==> src/rtl/prng_pkg.sv <==
// Shared PRNG definitions: LFSR width, reset value, tap function and arbiter states.
package prng_pkg;

  localparam int LFSR_W = 8;
  localparam logic [LFSR_W-1:0] LFSR_RESET = 8'h01;

  typedef enum logic {
    WARMUP = 1'b0,
    SERVE  = 1'b1
  } arb_state_e;

  function automatic logic [LFSR_W-1:0] lfsr_next(input logic [LFSR_W-1:0] s);
    return {s[6:0], s[7] ^ s[5] ^ s[4] ^ s[3]};
  endfunction

endpackage

==> src/rtl/prng_lfsr_core.sv <==
// 8-bit Fibonacci LFSR register with load and advance controls.
// A zero load value is forced to LFSR_RESET, since all-zero is a lock-up state.
module prng_lfsr_core
  import prng_pkg::*;
(
  input  logic              clk,
  input  logic              reset,
  input  logic              load,
  input  logic [LFSR_W-1:0] load_data,
  input  logic              advance,
  output logic [LFSR_W-1:0] state
);

  logic [LFSR_W-1:0] state_r;

  // LFSR state update: load has priority over advance
  always_ff @(posedge clk) begin
    if (reset) begin
      state_r <= LFSR_RESET;
    end else if (load) begin
      state_r <= (load_data == {LFSR_W{1'b0}}) ? LFSR_RESET : load_data;
    end else if (advance) begin
      state_r <= lfsr_next(state_r);
    end else begin
      state_r <= state_r;
    end
  end

  assign state = state_r;

endmodule

==> src/rtl/prng_arbiter.sv <==
// Round-robin arbiter sharing one LFSR; each grant consumes exactly one LFSR step.
// Optional macro PRNG_ARB_STATS_EN adds a saturating 16-bit grant_count output.
module prng_arbiter
  import prng_pkg::*;
#(
  parameter int NUM_REQ       = 4,
  parameter int WARMUP_CYCLES = 8
) (
  input  logic               clk,
  input  logic               reset,
  input  logic [NUM_REQ-1:0] req,
  input  logic               seed_valid,
  input  logic [LFSR_W-1:0]  seed_data,
  output logic [NUM_REQ-1:0] gnt,
  output logic [LFSR_W-1:0]  rnd_data,
  output logic               ready
`ifdef PRNG_ARB_STATS_EN
  ,
  output logic [15:0]        grant_count
`endif
);

  localparam int PTR_W = (NUM_REQ > 1) ? $clog2(NUM_REQ) : 1;
  localparam logic [7:0] WARM_INIT = 8'(WARMUP_CYCLES);
  localparam arb_state_e START_STATE = (WARMUP_CYCLES == 0) ? SERVE : WARMUP;
  localparam logic [NUM_REQ-1:0] ONE_HOT0 = {{(NUM_REQ-1){1'b0}}, 1'b1};

  arb_state_e         state_r, state_next_s;
  logic [7:0]         cnt_r;
  logic [PTR_W-1:0]   ptr_r;
  logic [LFSR_W-1:0]  lfsr_s;
  logic               advance_s, issue_s, grant_valid_s;
  logic [PTR_W-1:0]   grant_idx_s;
  int                 cand_s;
  logic [NUM_REQ-1:0] gnt_r;
  logic [LFSR_W-1:0]  rnd_r;
  logic               ready_r;

  prng_lfsr_core u_lfsr (
    .clk       (clk),
    .reset     (reset),
    .load      (seed_valid),
    .load_data (seed_data),
    .advance   (advance_s),
    .state     (lfsr_s)
  );

  // FSM state register
  always_ff @(posedge clk) begin
    if (reset) begin
      state_r <= START_STATE;
    end else begin
      state_r <= state_next_s;
    end
  end

  // FSM next-state logic; a seed restarts warm-up from any state
  always_comb begin
    state_next_s = state_r;
    if (seed_valid) begin
      state_next_s = START_STATE;
    end else begin
      case (state_r)
        WARMUP:  state_next_s = (cnt_r <= 8'd1) ? SERVE : WARMUP;
        SERVE:   state_next_s = SERVE;
        default: state_next_s = START_STATE;
      endcase
    end
  end

  // Warm-up counter: reloaded on reset or seed, counts down while warming
  always_ff @(posedge clk) begin
    if (reset || seed_valid) begin
      cnt_r <= WARM_INIT;
    end else if (state_r == WARMUP && cnt_r != 8'd0) begin
      cnt_r <= cnt_r - 8'd1;
    end else begin
      cnt_r <= cnt_r;
    end
  end

  // Round-robin search starting just after the last granted requester
  always_comb begin
    grant_valid_s = 1'b0;
    grant_idx_s   = {PTR_W{1'b0}};
    cand_s        = 0;
    for (int i = 0; i < NUM_REQ; i++) begin
      cand_s = int'(ptr_r) + 1 + i;
      if (cand_s >= NUM_REQ) begin
        cand_s = cand_s - NUM_REQ;
      end else begin
        cand_s = cand_s;
      end
      if (!grant_valid_s && req[cand_s]) begin
        grant_valid_s = 1'b1;
        grant_idx_s   = PTR_W'(cand_s);
      end else begin
        grant_valid_s = grant_valid_s;
      end
    end
  end

  // FSM output decode: LFSR advance and grant issue
  always_comb begin
    advance_s = 1'b0;
    issue_s   = 1'b0;
    case (state_r)
      WARMUP: begin
        advance_s = !seed_valid;
      end
      SERVE: begin
        issue_s   = !seed_valid && grant_valid_s;
        advance_s = !seed_valid && grant_valid_s;
      end
      default: begin
        advance_s = 1'b0;
        issue_s   = 1'b0;
      end
    endcase
  end

  // Registered outputs and round-robin pointer
  always_ff @(posedge clk) begin
    if (reset) begin
      gnt_r   <= {NUM_REQ{1'b0}};
      rnd_r   <= 8'h00;
      ready_r <= 1'b0;
      ptr_r   <= PTR_W'(NUM_REQ - 1);
    end else begin
      gnt_r   <= issue_s ? (ONE_HOT0 << grant_idx_s) : {NUM_REQ{1'b0}};
      rnd_r   <= issue_s ? lfsr_s : rnd_r;
      ptr_r   <= issue_s ? grant_idx_s : ptr_r;
      ready_r <= (state_next_s == SERVE);
    end
  end

  assign gnt      = gnt_r;
  assign rnd_data = rnd_r;
  assign ready    = ready_r;

`ifdef PRNG_ARB_STATS_EN
  logic [15:0] grant_count_r;

  // Saturating grant counter, cleared by reset or seed
  always_ff @(posedge clk) begin
    if (reset || seed_valid) begin
      grant_count_r <= 16'h0000;
    end else if (issue_s && grant_count_r != 16'hFFFF) begin
      grant_count_r <= grant_count_r + 16'h0001;
    end else begin
      grant_count_r <= grant_count_r;
    end
  end

  assign grant_count = grant_count_r;
`endif

endmodule

==> config.mk <==
export PLATFORM = sky130hd
export DESIGN_NAME = prng_arbiter
export DESIGN_NICKNAME = d
export VERILOG_FILES = /design/src/rtl/prng_pkg.sv /design/src/rtl/prng_lfsr_core.sv /design/src/rtl/prng_arbiter.sv
export SDC_FILE = /design/constraint.sdc
export NUM_CORES = 1
export LEC_CHECK = 0
export CAP_MARGIN = 5
export CORE_AREA = 10 10 71 73
export CTS_CLUSTER_SIZE = 14
export DETAILED_ROUTE_END_ITERATION = 8
export DIE_AREA = 0 0 81 83
export PLACE_DENSITY = 0.63
export SKIP_LAST_GASP = 1
export SLEW_MARGIN = 20
export SYNTH_ARGS = -nofsm -noshare
export SYNTH_HDL_FRONTEND = slang
export SYNTH_SLANG_ARGS = --single-unit
==> constraint.sdc <==
create_clock -name clk -period 1.84 [get_ports clk]
set_input_delay 0.184 -clock clk [delete_from_list [all_inputs] [get_ports clk]]
set_output_delay 0.184 -clock clk [all_outputs]
set_load 0.01 [all_outputs]
==> summary by stage <==
Setup path
The critical-path maximum fanout is 7. The critical path class is reg2reg. The worst setup path is launched from a register.

The worst setup path is captured at a register. Data on the critical path is required at its endpoint by 2.01 ns. The number of cells on the worst reg-to-reg path is 7.

For the worst setup path, the data arrival time is 1.84 ns. The cell with the largest stage delay on the worst path is dfxtp_1. Walking the worst path, the cells encountered are inv_1, ha_1, nor3b_1, buf_4, a21oi_2, a31oi_1, a41o_1. The top cell family by delay on the critical path is compound AO/OA/AOI/OAI gates. Together, buffers and inverters on the worst path number 2. The peak per-stage delay on the critical path is 0.36 ns. The number of cells on the critical path is 7. The setup slack on the worst flop-to-flop path is 0.17 ns.

Global routing
For this run, the total global-route usage over all layers was measured as 10.16%. The number of antenna violations at the first check in global routing was 0. Entering global routing, the biggest net connects 16 pins. The number of global-route vias before repair is 1216. The final global-route overflow total is 0. The global-route wire length before repair is 5.575 mm.

Routing
The count of nets left with antenna violations after detail routing is 0. The first-pass detailed-route iteration total is 4. After detailed routing, the number of remaining DRC violations is 0. The via count normalized by instance count is 5.199.

Dividing the detail-routed wire length by the instance count gives 13.46 um. The routed layout has 1305 vias. The first routing iteration left 66 violations. The final layout contains routed wiring with a total length of 3.379 mm.

Pwr
Summed over all cells, the static leakage comes to 0.7456 nW. In this run the power density over the cells is 880.3 mW/mm^2. The design draws 1.671 mW.

The worst IR drop on VDD is 0.5504 mV.

Synth
The post-synthesis instance area is 0.001431 sq mm. The sequential area share after synthesis is 43.36%. In this run the mean area of a mapped cell was 8.520 sq um. Summing the areas of all compound-gate instances in the mapped netlist gives 17.13% of the synthesized area. Of the total synthesized cell area, the portion taken by full adders, half adders and majority gates is 2.622%. The main flop type after synthesis is dfxtp_1. Counting every net in the synthesized netlist gives 186. The multiplexer area fraction after synthesis is 5.594%. After Yosys synthesis, XOR and XNOR cells account for 4.283% of the synthesized area.

After synthesis the netlist holds a flip-flop and latch count of 31. The instance count of the mapped netlist is 168. By area, the combinational part of the netlist is dominated by simple AND/OR/NAND/NOR gates. After Yosys synthesis, and, or, nand and nor cells account for 23.86% of the synthesized area.

Yosys printed 0 warnings. The fraction of registers with async set or reset after synthesis is 0%. The number of enable-type register cells in the synthesized netlist is 0. Synthesis instantiated 40 different standard cells from the library.

CTS
The total number of H-tree levels is 2. The largest buffer count on any clock path is 2. The post-CTS resize count is 0. The number of buffers inserted for hold repair after clock tree synthesis is 0.

CTS saw 31 sinks. At the later pin of the worst-skew pair, clock insertion delay measures 0.28 ns. Clock tree synthesis inserted a total of 5 buffers. The clock transition at the register clock pins on the worst setup and hold paths after CTS is 0.07 ns.

The clock tree from TritonCTS is built. The cell sitting at the root of the clock tree is a clkbuf_8. Buffers added to address setup during post-CTS repair amount to 0.

STA
The worst pin sits at a relative slew slack of 64.73%. The number of hold violations in the final report is 0. The ratio of final minimum period to clock period is 90.66%. The post-route clock skew is 0.005638 ns. The post-layout minimum cycle time is 1.668 ns.

The sum of negative setup slack is 0 ns. Setup repair after global routing left no endpoint under its margin. The final-report max-slew violation count is 0. For the pin with the worst max-slew slack, the measured transition is 0.5242 ns.

Setup violations remaining at the end of the flow were counted as 0. The highest clock frequency the design can meet is 599.5 MHz.

Final layout
The final instance area is 0.001898 sq mm. The repair_antennas step left the layout with diodes totalling 0. Leaving out filler cells and counting taps, the final layout contains 251. The fraction of the core area covered by cells at the end of the flow is 52.24%. The area growth from synthesis to layout is 32.60%.

The net count of the finished layout is 220. The fraction of final layout cells sized beyond drive strength 1 is 10.84%.

Floorplan
From left edge to right edge, the die measures 81 um. During I/O placement, the number of pins put on the boundary was 28. After floorplanning, the core was sized to cover 0.003633 sq mm.

The initial cell density of the core is 39.39%. The floorplan step defined a die boundary enclosing 0.006723 sq mm. After floorplanning, the core was divided into 22 placement rows. Measured along the y axis, the die boundary spans 83 um.

Job
Across the run, the number of max-cap violations was 0.

Placement
The cell area after placement is 0.001780 sq mm. The number of placed instances, taps included, is 243. Routability-driven placement finished with a final weighted congestion of 0.7928.

The count of buffers added on input and output ports is 27. The total half-perimeter wirelength after legalization and detailed placement is 2.607 mm.

Worst hold path
The cell count of the worst hold path is 2. The type of the worst min-delay path is reg2reg.

Run status
The flow ran to the end, and the final reports show no timing, DRC or antenna violations.
-- per-layer routing --
layer | part of all wire, % | vias up | global-route usage (%)
li1 | - | 655 | -
met1 | 44 | 610 | 11.87
met2 | 46 | 35 | 15.42
met3 | 8.2 | 5 | 3.987
met4 | 1.9 | 0 | 5.321
met5 | 0 | - | 0
-- cells in the mapped netlist, drive strengths merged, types with 2 or more instances --
library cell,number,area share (%)
nor2b,3,1.3
nand2,22,5.8
nor3,2,1.0
nand2b,3,1.3
a41o,2,1.4
a31oi,2,0.87
nand3,3,1.0
dfxtp,31,43
buf,5,1.8
clkbuf,2,0.52
o21ai,2,0.70
ha,3,2.6
nor2,27,7.3
inv,3,0.79
a211oi,8,4.2
nor4,2,0.87
mux2i,8,5.6
or2,2,0.87
or4,4,2.4
a21oi,15,5.5
xnor2,6,3.7
-- cell usage in the layout (no fill, tap or decap), types with 6 or more instances in the layout --
cell type / Yosys / routed
dfxtp_1: 31 / 31
clkdlybuf4s50_1: 0 / 27
nor2_1: 26 / 26
nand2_1: 22 / 22
a21oi_1: 14 / 14
mux2i_1: 8 / 8
a211oi_1: 8 / 8
buf_4: 1 / 7
xnor2_1: 6 / 6
clkbuf_8: 0 / 6
-- registers in the layout, summed over array words and instances (netlist names) --
name          count
ready             1
u_lfsr.state      8
rnd_data          8
gnt               4
ptr_r             2
cnt_r             8
-- where the power goes --
| part | internal [mW] | switching (mW) | leakage [nW] |
|---|---|---|---|
| clock network | 0.438 | 0.253 | 0.0612 |
| logic | 0.125 | 0.122 | 0.432 |
| registers | 0.701 | 0.0321 | 0.253 |
-- cell type report --
class,count,area (sq um)
Clock buffer,6,82.58
Clock inverter,2,35.03
Fill cell,358,1735
Inverter,3,11.26
Multi-Input combinational cell,127,765.7
Sequential cell,31,620.6
Tap cell,48,60.06
Timing Repair Buffer,34,322.8
-- path summary, 6_finish.rpt --
| kind | from | to |
|---|---|---|
| max | cnt_r[1] | cnt_r[5] |
| min | rnd_data[0] | rnd_data[0] |
| max reg2reg | cnt_r[1] | cnt_r[5] |
| min reg2reg | rnd_data[0] | rnd_data[0] |
-- metrics by stage --
step	setup WS, ns	hold WS, ns
2_1_floorplan	0.3311	0.3040
3_3_place_gp	0.03818	0.4467
3_5_place_dp	-0.01369	0.4521
4_1_cts	0.1789	0.4611
5_1_grt	0.03615	0.4829
6_report	0.1719	0.4564
-- cells by family (layout without fill, tap and decap cells) --
family | Yosys count | count (layout)
AO/OA/AOI/OAI | 37 | 37
XOR/XNOR | 7 | 7
adder cells (fa/ha/maj) | 3 | 3
buffers and inverters | 10 | 45
flip-flops | 31 | 31
AND/OR/NAND/NOR | 72 | 72
multiplexers | 8 | 8
-- worst register-to-register path, stage by stage, from the launching register on --
cell	delay, ns
dfxtp_1	0.36
inv_1	0.09
ha_1	0.17
nor3b_1	0.13
buf_4	0.15
a21oi_2	0.31
a31oi_1	0.14
a41o_1	0.22
Power figures use the tool's default switching activity.
